**config.mk**
```make
export PLATFORM = sky130hd
export DESIGN_NAME = instruction_dispatcher
export DESIGN_NICKNAME = d
export VERILOG_FILES = /design/src/rtl/tpu_pkg.sv /design/src/rtl/instruction_dispatcher.sv
export SDC_FILE = /design/constraint.sdc
export NUM_CORES = 1
export LEC_CHECK = 0
export CAP_MARGIN = 20
export CELL_PAD_IN_SITES_DETAIL_PLACEMENT = 0
export CELL_PAD_IN_SITES_GLOBAL_PLACEMENT = 1
export CORE_MARGIN = 1
export CORE_UTILIZATION = 35
export CTS_CLUSTER_DIAMETER = 200
export CTS_CLUSTER_SIZE = 10
export DETAILED_ROUTE_END_ITERATION = 10
export DONT_BUFFER_PORTS = 1
export PLACE_DENSITY = 0.67
export SLEW_MARGIN = 0
export SYNTH_ARGS = -nofsm -noshare
export SYNTH_HDL_FRONTEND = slang
export SYNTH_SLANG_ARGS = --single-unit
```
**constraint.sdc**
```tcl
create_clock -name clk -period 6.2 [get_ports clk]
set_clock_uncertainty 0.05 [all_clocks]
set_input_delay 0.62 -clock clk [delete_from_list [all_inputs] [get_ports clk]]
set_output_delay 0.62 -clock clk [all_outputs]
set_load 0.1 [all_outputs]
```
**src/rtl/tpu_pkg.sv**
```systemverilog
// Shared TPU types: instruction word, dispatcher opcode classes and FSM states.
package tpu_pkg;

    localparam int OPCODE_WIDTH  = 8;
    localparam int OPERAND_WIDTH = 24;

    typedef struct packed {
        logic [OPCODE_WIDTH-1:0]  opcode;
        logic [OPERAND_WIDTH-1:0] operand;
    } instr_type;

    localparam instr_type INIT_INSTR = '{opcode: 8'h00, operand: 24'h000000};

    localparam logic [4:0] CLASS_NOP    = 5'b00000;
    localparam logic [4:0] CLASS_WEIGHT = 5'b00001;
    localparam logic [4:0] CLASS_MMU    = 5'b00010;
    localparam logic [4:0] CLASS_ACT    = 5'b00100;
    localparam logic [4:0] CLASS_HALT   = 5'b11111;

    typedef enum logic [1:0] {
        DISP_RUN    = 2'd0,
        DISP_DRAIN  = 2'd1,
        DISP_HALTED = 2'd2
    } disp_state_type;

    function automatic logic [4:0] opcode_class(input logic [OPCODE_WIDTH-1:0] opcode);
        return opcode[OPCODE_WIDTH-1:3];
    endfunction

    function automatic logic class_is_legal(input logic [4:0] cls);
        return (cls == CLASS_NOP)  || (cls == CLASS_WEIGHT) || (cls == CLASS_MMU) ||
               (cls == CLASS_ACT)  || (cls == CLASS_HALT);
    endfunction

endpackage

```
**src/rtl/instruction_dispatcher.sv**
```systemverilog
// Issues buffered instructions to weight loader / MMU / activation unit through a
// one-deep hold stage, with HALT drain/synchronize handling and performance counters.
module instruction_dispatcher
    import tpu_pkg::*;
#(
    parameter int COUNTER_WIDTH = 32
) (
    input  logic                     clk,
    input  logic                     rst,
    input  instr_type                instr_in,
    input  logic                     instr_valid,
    output logic                     lab_busy,
    output instr_type                weight_instr,
    output logic                     weight_en,
    input  logic                     weight_busy,
    output instr_type                mmu_instr,
    output logic                     mmu_en,
    input  logic                     mmu_busy,
    output instr_type                act_instr,
    output logic                     act_en,
    input  logic                     act_busy,
    input  logic                     resume,
    output logic                     synchronize,
    output logic                     halted,
    output logic                     illegal_opcode,
    output logic [COUNTER_WIDTH-1:0] issue_count,
    output logic [COUNTER_WIDTH-1:0] stall_count
);

    localparam logic [COUNTER_WIDTH-1:0] CNT_ONE = {{(COUNTER_WIDTH-1){1'b0}}, 1'b1};

    disp_state_type state_r;
    disp_state_type state_nxt_s;
    instr_type      hold_reg;
    logic           hold_valid;
    logic           pend_w;
    logic           pend_m;
    logic           pend_a;
    logic [4:0]     hold_class_s;
    logic           free_w_s;
    logic           free_m_s;
    logic           free_a_s;
    logic           can_issue_s;
    logic           consume_s;
    logic           stall_s;
    logic           accept_s;
    logic           issue_s;
    logic           drain_done_s;

    assign hold_class_s = opcode_class(hold_reg.opcode);
    assign free_w_s     = !weight_busy && !pend_w;
    assign free_m_s     = !mmu_busy && !pend_m;
    // ACT reads the accumulators the MMU writes, so it also waits for a free MMU
    assign free_a_s     = !act_busy && !pend_a && free_m_s;
    assign drain_done_s = !weight_busy && !mmu_busy && !act_busy && !pend_w && !pend_m && !pend_a;
    assign accept_s     = instr_valid && !lab_busy;
    assign issue_s      = weight_en || mmu_en || act_en;
    assign halted       = (state_r == DISP_HALTED);

    // Issue readiness of the held instruction; depends only on registered state and busy inputs
    always_comb begin
        can_issue_s = 1'b0;
        case (hold_class_s)
            CLASS_WEIGHT: can_issue_s = free_w_s;
            CLASS_MMU:    can_issue_s = free_m_s;
            CLASS_ACT:    can_issue_s = free_a_s;
            CLASS_HALT:   can_issue_s = hold_valid;
            default:      can_issue_s = 1'b1;
        endcase
    end

    // FSM state register
    always_ff @(posedge clk or posedge rst) begin
        if (rst) begin
            state_r <= DISP_RUN;
        end else begin
            state_r <= state_nxt_s;
        end
    end

    // FSM next-state logic
    always_comb begin
        state_nxt_s = state_r;
        case (state_r)
            DISP_RUN: begin
                if (consume_s && (hold_class_s == CLASS_HALT)) begin
                    state_nxt_s = DISP_DRAIN;
                end else begin
                    state_nxt_s = DISP_RUN;
                end
            end
            DISP_DRAIN: begin
                if (drain_done_s) begin
                    state_nxt_s = DISP_HALTED;
                end else begin
                    state_nxt_s = DISP_DRAIN;
                end
            end
            DISP_HALTED: begin
                if (resume) begin
                    state_nxt_s = DISP_RUN;
                end else begin
                    state_nxt_s = DISP_HALTED;
                end
            end
            default: state_nxt_s = DISP_RUN;
        endcase
    end

    // FSM outputs: back-pressure, issue strobes and the instruction buses
    always_comb begin
        lab_busy     = 1'b0;
        consume_s    = 1'b0;
        stall_s      = 1'b0;
        weight_en    = 1'b0;
        mmu_en       = 1'b0;
        act_en       = 1'b0;
        weight_instr = INIT_INSTR;
        mmu_instr    = INIT_INSTR;
        act_instr    = INIT_INSTR;
        case (state_r)
            DISP_RUN: begin
                lab_busy = hold_valid && !can_issue_s;
                stall_s  = hold_valid && !can_issue_s;
                if (hold_valid && can_issue_s) begin
                    consume_s = 1'b1;
                    case (hold_class_s)
                        CLASS_WEIGHT: begin
                            weight_en    = 1'b1;
                            weight_instr = hold_reg;
                        end
                        CLASS_MMU: begin
                            mmu_en    = 1'b1;
                            mmu_instr = hold_reg;
                        end
                        CLASS_ACT: begin
                            act_en    = 1'b1;
                            act_instr = hold_reg;
                        end
                        default: consume_s = 1'b1;
                    endcase
                end else begin
                    consume_s = 1'b0;
                end
            end
            DISP_DRAIN: begin
                lab_busy = 1'b1;
                stall_s  = 1'b1;
            end
            DISP_HALTED: lab_busy = 1'b1;
            default:     lab_busy = 1'b0;
        endcase
    end

    // Skid/hold stage: accept and issue may happen in the same cycle
    always_ff @(posedge clk or posedge rst) begin
        if (rst) begin
            hold_reg   <= INIT_INSTR;
            hold_valid <= 1'b0;
        end else if (accept_s) begin
            hold_reg   <= instr_in;
            hold_valid <= 1'b1;
        end else if (consume_s) begin
            hold_valid <= 1'b0;
        end
    end

    // Pending guards cover the cycle before a freshly issued unit raises busy
    always_ff @(posedge clk or posedge rst) begin
        if (rst) begin
            pend_w <= 1'b0;
            pend_m <= 1'b0;
            pend_a <= 1'b0;
        end else begin
            pend_w <= weight_en;
            pend_m <= mmu_en;
            pend_a <= act_en;
        end
    end

    // Sticky illegal flag and synchronize pulse on HALTED entry
    always_ff @(posedge clk or posedge rst) begin
        if (rst) begin
            illegal_opcode <= 1'b0;
            synchronize    <= 1'b0;
        end else begin
            if (consume_s && !class_is_legal(hold_class_s)) begin
                illegal_opcode <= 1'b1;
            end
            synchronize <= (state_r == DISP_DRAIN) && drain_done_s;
        end
    end

    // Saturating performance counters
    always_ff @(posedge clk or posedge rst) begin
        if (rst) begin
            issue_count <= '0;
            stall_count <= '0;
        end else begin
            if (issue_s && !(&issue_count)) begin
                issue_count <= issue_count + CNT_ONE;
            end
            if (stall_s && !(&stall_count)) begin
                stall_count <= stall_count + CNT_ONE;
            end
        end
    end

endmodule

```
==> results.md, run 1 <==
* Status: finished clean
* Final slew viol count at 0
* Post-synth ARST share at 1.00
* Final hold vios at 0
* PostCTS Resize Cnt at 0
* Total power at 2.40 mW
* Residual DRC count at 0
* Synth top area cells: dfrtp_1 48%, and2_1 9.7%, xnor2_1 7.4%, mux2_2 7.3%, nand4_1 3.0%
* Worst path max stage delay at approximately 0.96 ns
* Dpl cells at 690
* FF+latch count, synth at 104
* Cell with the most instances after synthesis: dfrtp_1
* RSZ-0062 raised after global routing: false
* FF/Latch Area at 2600 um^2
* Sequential power share at 0.484
* All-layer global routing usage at 0.158
* WS Path Type: reg2out
* Syn Area/Cell at 10.6 um^2
* Vias in the first global route at 3586
* Period utilization at 0.750
* # fillers at 1510
* Area growth syn-to-layout at 9.60%
* Sw Pwr at 1.09 mW
* Crit path cell chain: or4b_4 -> a211oi_4 -> o21ai_2 -> nor4b_4 -> and2_1
* Post-place instance area at between 5000 and 6000 um^2
* Clock sinks at 104
* Clock Tree Root: clkbuf_16
* Detailed-route vias per instance at 5.35
* Post-CTS Setup Inserts at 0
* Setup TNS at 0 ns
* Clk buf depth at 2
* WP data required at 5.53 ns
* Top FF cell, synth: dfrtp_1
* Die height at 127 um
* Row Count at 45
* Core box area at 15200 um^2
* Peak supply drop at 0.347 mV
* CTS Hold Bufs at 0
* GP Congestion at 0.792
* Final setup violation count at 0
* N_diodes at 0
* Port bufs at 0
* Post-route cell area at 5950 um^2
* Post-synth EDFFs at 0
* Initial cell density of the core at 0.357
* Post-DP HPWL at 9.18 mm
* Internal power at 1.32 mW
* Register area share after synthesis at 0.479
* Largest net degree at the start of global routing at 54
* Synth cell count leaders: 104 x dfrtp_1, 84 x and2_1, 46 x xnor2_1
* Switching Share at 0.452
* Worst-margin pin slew at 1.14 ns
* Area of the multi-input gates at approximately 2700 um^2
* Clk pwr share at 0.221
* DIE AREA at roughly 16000 um^2
* Die Width at 127 um
* DR WL/cell at 17.5 um
* Layout cells sized above 1 at 0.146
* First DRT Iteration DRCs at between 100 and 150
* DRT Pass-1 Iters at 5
* Worst setup slack after layout at between 1.5 and 2 ns
* Worst skew pair latency at approximately 0.35 ns
* Area share of the largest cell type after synthesis at 0.479
* Slew headroom at 0.242
* CTS tree: yes
* Final Instance Count excl. Fillers at 707
* Critical path launch point type: flop
* Critical Path Sink Type: output port
* Worst path slowest cell: nor4b_4
* Largest area contributor in the netlist: dfrtp_1
* Peak Freq at between 0.2 and 0.25 GHz
* Leak at 2.51 nW
* Max Cap Viol at 0
* DP Worst Slack at approximately 1.8 ns
* Total Routed Length at about 12 mm
* Final worst path period need at 4.65 ns
* First-pass GRT wire length at approximately 20 mm
* DR vias at between 3000 and 4000
* Cell Area, Synth at 5430 um^2
* Net count, final at 560
* Comb power frac at 0.295
* Total gr overflow at 0
* Unique cell type count in the Yosys netlist at 45
* Crit path max fanout at 28
* Clock Pin Slew Worst Setup and Hold Paths at ~0.070 ns
* TritonCTS buffer count at 9
* Synth warn at 0
* Hold Crit Class: in2async
* Htree depth at 3
* Antenna viol nets, final at 0
* Pwr dens at 404 nW/um^2
* Initial antenna violation count at 0
* Io pins at 206
* Synth Instances at 513
* Worst EP arrival at 3.98 ns
cells in the final DEF (no fill, tap or decap), drive strengths merged, types with 10 or more instances in the layout:
cell,instances
and2,84
and4,10
clkbuf,13
conb,12
dfrtp,104
inv,11
mux2,35
nand2,30
nand3,28
nand4,26
nor2,27
nor3,12
xnor2,46
xor2,14
through the flow:
stage	hold slack, ns	util
floorplan	0.436	-
global placement	0.460	0.372
detailed placement	0.470	0.372
CTS	0.213	0.390
global route	0.228	0.392
finish	0.178	0.392
worst max-delay path, delay by kind of cell, from the launching register on:
kind / cells / cell delay [ns]
flip-flops: 1 / 0.51
AND/OR/NAND/NOR: 3 / 2.44
AO/OA/AOI/OAI: 2 / 0.66
layout make-up:
type,count,area share
clock buffers,12,0.0431
clock inverters,3,0.00294
inverters,11,0.00735
multi-input cells,381,0.452
flip-flops and latches,104,0.437
well taps,188,0.0395
repair buffers,8,0.0177
per-layer routing:
layer | wire [um] | up-vias | share of wire | GRT usage
met1 | 5270 | 1862 | 0.43 | 0.192
met3 | 888 | 14 | 0.072 | 0.0439
met2 | 6010 | 151 | 0.49 | 0.263
met5 | 0 | - | 0 | 0
li1 | - | 1755 | - | -
met4 | 223 | 0 | 0.018 | 0.0702
power groups by stage:
stage	registers (mW)	clock network, mW	logic [mW]
after floorplan	1.10	0	0.658
final	1.16	0.532	0.709
after global placement	1.17	0	0.702
after global routing	1.19	0.576	0.766
after CTS	1.17	0.552	0.716
after detailed placement	1.18	0	0.715
final timing paths:
path                       slack (ns)       startpoint               to  cells after the start
setup / recovery                 1.55  hold_class_s[1]    act_instr[14]                      5
hold / removal                   0.18              rst  issue_count[14]                      1
setup reg to reg                 2.84  hold_class_s[0]     hold_reg[17]                      6
hold reg to reg                  0.49       hold_valid       hold_valid                      2
max in group asynchronous        4.79              rst     hold_reg[23]                      2
min in group clk                 0.37     instr_in[27]  hold_class_s[0]                      1
cells by family (layout without fill, tap and decap cells):
kind of cell / Yosys count / after routing / synth area share
buffers and inverters: 39 / 34 / 0.0396
adders and majority gates: 6 / 6 / 0.0138
xor gates and xnor gates: 60 / 60 / 0.0967
DFF: 104 / 104 / 0.479
AOI/OAI and AO/OA: 21 / 21 / 0.0318
muxes: 35 / 35 / 0.0725
other: 1 / 12 / 0.000690
and+or+nand+nor: 247 / 247 / 0.266
(Power assumes the default switching activity.)
==> run 2, diff against run 1 <==
--- a/config.mk
+++ b/config.mk
@@ -14,7 +14,7 @@
 export CTS_CLUSTER_SIZE = 10
 export DETAILED_ROUTE_END_ITERATION = 10
 export DONT_BUFFER_PORTS = 1
-export PLACE_DENSITY = 0.67
+export PLACE_DENSITY = 0.7
 export SLEW_MARGIN = 0
 export SYNTH_ARGS = -nofsm -noshare
 export SYNTH_HDL_FRONTEND = slang
==> constraint.sdc (replaced) <==
create_clock -name clk -period 4.02 [get_ports clk]
set_clock_uncertainty 0.05 [all_clocks]
set_input_delay 0.402 -clock clk [delete_from_list [all_inputs] [get_ports clk]]
set_output_delay 0.402 -clock clk [all_outputs]
set_load 0.1 [all_outputs]
==> run 2 against run 1 <==
Final cell count grew 22%. Global-route usage rose by 2.0 points. Register-to-register slack worse by 2.0 ns. Highest routed layer unchanged. Combinational power grew 130%. Sequential cell count unchanged. Critical path type unchanged. Sequential power is 28% higher.
==> results.md, run 2 (same netlist as run 1, synthesis figures left out) <==
* GP Congestion at 0.835 (+5.4%)
* Total Routed Length at 14.1 mm (+13%)
* Core box area at 15200 um^2 (unchanged)
* Die height at 127 um (unchanged)
* Most frequent cells in the layout: 156 x buf_4, 104 x dfrtp_1, 84 x and2_1
* Clock sinks at 104 (unchanged)
* PostCTS Resize Cnt at 0 (unchanged)
* Final hold vios at 0 (unchanged)
* DR vias at 4321 (+14%)
* Net count, final at 714 (+28%)
* Post-route cell area at 7140 um^2 (+20%)
* Peak Freq at 0.261 GHz
* Max Cap Viol at 0 (unchanged)
* All-layer global routing usage at 0.178 (+0.0198)
* DP Worst Slack at 0.367 ns (-1.47 ns)
* Peak supply drop at 0.445 mV (+28%)
* Htree depth at 3 (unchanged)
* Final worst path period need at 3.84 ns
* Initial cell density of the core at 0.357 (unchanged)
* WP data required at 3.57 ns (-1.96 ns)
* Worst setup slack after layout at 0.184 ns (-1.36 ns)
* N_diodes at 0 (unchanged)
* Final Util at 0.470 (+0.0782)
* Worst skew pair latency at 0.35 ns (about the same)
* Post-DP HPWL at 10.6 mm (+16%)
* First DRT Iteration DRCs at 181 (+51%)
* Clock Pin Slew Worst Setup and Hold Paths at 0.07 ns (about the same)
* Worst EP arrival at 3.38 ns (-0.60 ns)
* Clk buf depth at 2 (unchanged)
* Most common cell after layout, fill and taps aside: buf_4
* Crit path max fanout at 14 (-50%)
* Detailed-route vias per instance at 5.02 (-6.2%)
* Worst-margin pin slew at 1.07 ns (-0.0679 ns)
* Residual DRC count at 0 (unchanged)
* Dpl cells at 842 (+22%)
* Row Count at 45 (unchanged)
* Total gr overflow at 0 (unchanged)
* First-pass GRT wire length at 22.2 mm (+13%)
* Critical path launch point type: flop
* Final slew viol count at 0 (unchanged)
* Layout cells sized above 1 at 0.339 (+0.192)
* Final Instance Count excl. Fillers at 861 (+22%)
* Vias in the first global route at 4209 (+17%)
* Leak at 3.34 nW (+33%)
* Slew headroom at 0.288 (+0.0461)
* DIE AREA at 16000 um^2 (unchanged)
* Io pins at 206 (unchanged)
* Pwr dens at 547 nW/um^2 (+36%)
* Initial antenna violation count at 0 (unchanged)
* Clock Tree Root: clkbuf_16
* Port bufs at 0 (unchanged)
* Hold Crit Class: in2reg
* Period utilization at 0.954
* Final setup violation count at 0 (unchanged)
* Post-place instance area at 6810 um^2 (+20%)
* TritonCTS buffer count at 9 (unchanged)
* # fillers at 1436 (-4.9%)
* Status: finished clean
* Worst R2R Setup Slack at 0.83 ns (-2.01 ns)
* Antenna viol nets, final at 0 (unchanged)
* WS Path Type: reg2out
* DRT Pass-1 Iters at 4 (-1)
* Setup TNS at 0 ns (unchanged)
* Critical Path Sink Type: output port
* CTS tree: yes
* Largest net degree at the start of global routing at 84 (+56%)
* Area growth syn-to-layout at 31.5%
* DR WL/cell at 16.3 um (-6.8%)
* Die Width at 127 um (unchanged)
==> run 2: timing repair <==
| item | in CTS | in global routing |
|---|---|---|
| endpoints found under the hold margin | 0 | 13 |
| pin swaps | 1 | 1 |
| setup buffers | 0 | 0 |
| setup endpoints to repair | 27 | 26 |
| cloned | 0 | 1 |
| hold buffers | 0 | 1 |
==> run 2: critical path: stages, from the launching register on <==
cell      delay (ns)
dfrtp_1         0.52
or4b_4          0.60
a211oi_4        0.42
o21ai_2         0.14
buf_4           0.22
nor3_2          0.61
and2_1          0.22
buf_4           0.29
==> run 2: final cells by class <==
class                      instances  area (um^2)  area share
tap                              188          235      0.0329
inverter                          11         43.8     0.00613
clock buffer                      13          260      0.0364
sequential                       104         2600       0.364
multi-input combinational        382         2720       0.381
clock inverter                     2         15.0     0.00210
timing repair buffer             161         1270       0.177
==> run 2: worst paths after layout <==
kind                                       from              end  cells after the start
worst max-delay path            hold_class_s[1]     mmu_instr[6]                      7
worst min-delay path               instr_in[29]  hold_class_s[2]                      1
worst max register to register  hold_class_s[0]      hold_reg[7]                      7
worst min register to register       hold_valid       hold_valid                      2
max in group asynchronous                   rst     hold_reg[15]                      4
min in group asynchronous                   rst   stall_count[3]                      2
==> run 2: report_power, final <==
group / switching [mW] / internal [mW] / leakage [nW] / total [mW]
logic: 1.14 / 0.456 / 1.88 / 1.60
registers: 0.231 / 1.25 / 1.33 / 1.49
clock network: 0.373 / 0.451 / 0.128 / 0.825
==> run 2: layer usage <==
| layer | up-vias | routed length, um | track usage |
|---|---|---|---|
| met1 | 2092 | 5610 | 0.200 |
| met5 | - | 0 | 0 |
| met4 | 0 | 219 | 0.0645 |
| met2 | 160 | 7190 | 0.319 |
| li1 | 2054 | - | - |
| met3 | 15 | 1030 | 0.0531 |
==> run 2: stage by stage <==
| stage | total power [mW] | hold WS [ns] |
|---|---|---|
| final | 3.91 | 0.152 |
| after global routing | 4.11 | 0.133 |
| after CTS | 3.94 | 0.135 |
| after detailed placement | 3.09 | 0.469 |
| after global placement | 3.05 | 0.461 |
| after floorplan | 2.71 | 0.436 |
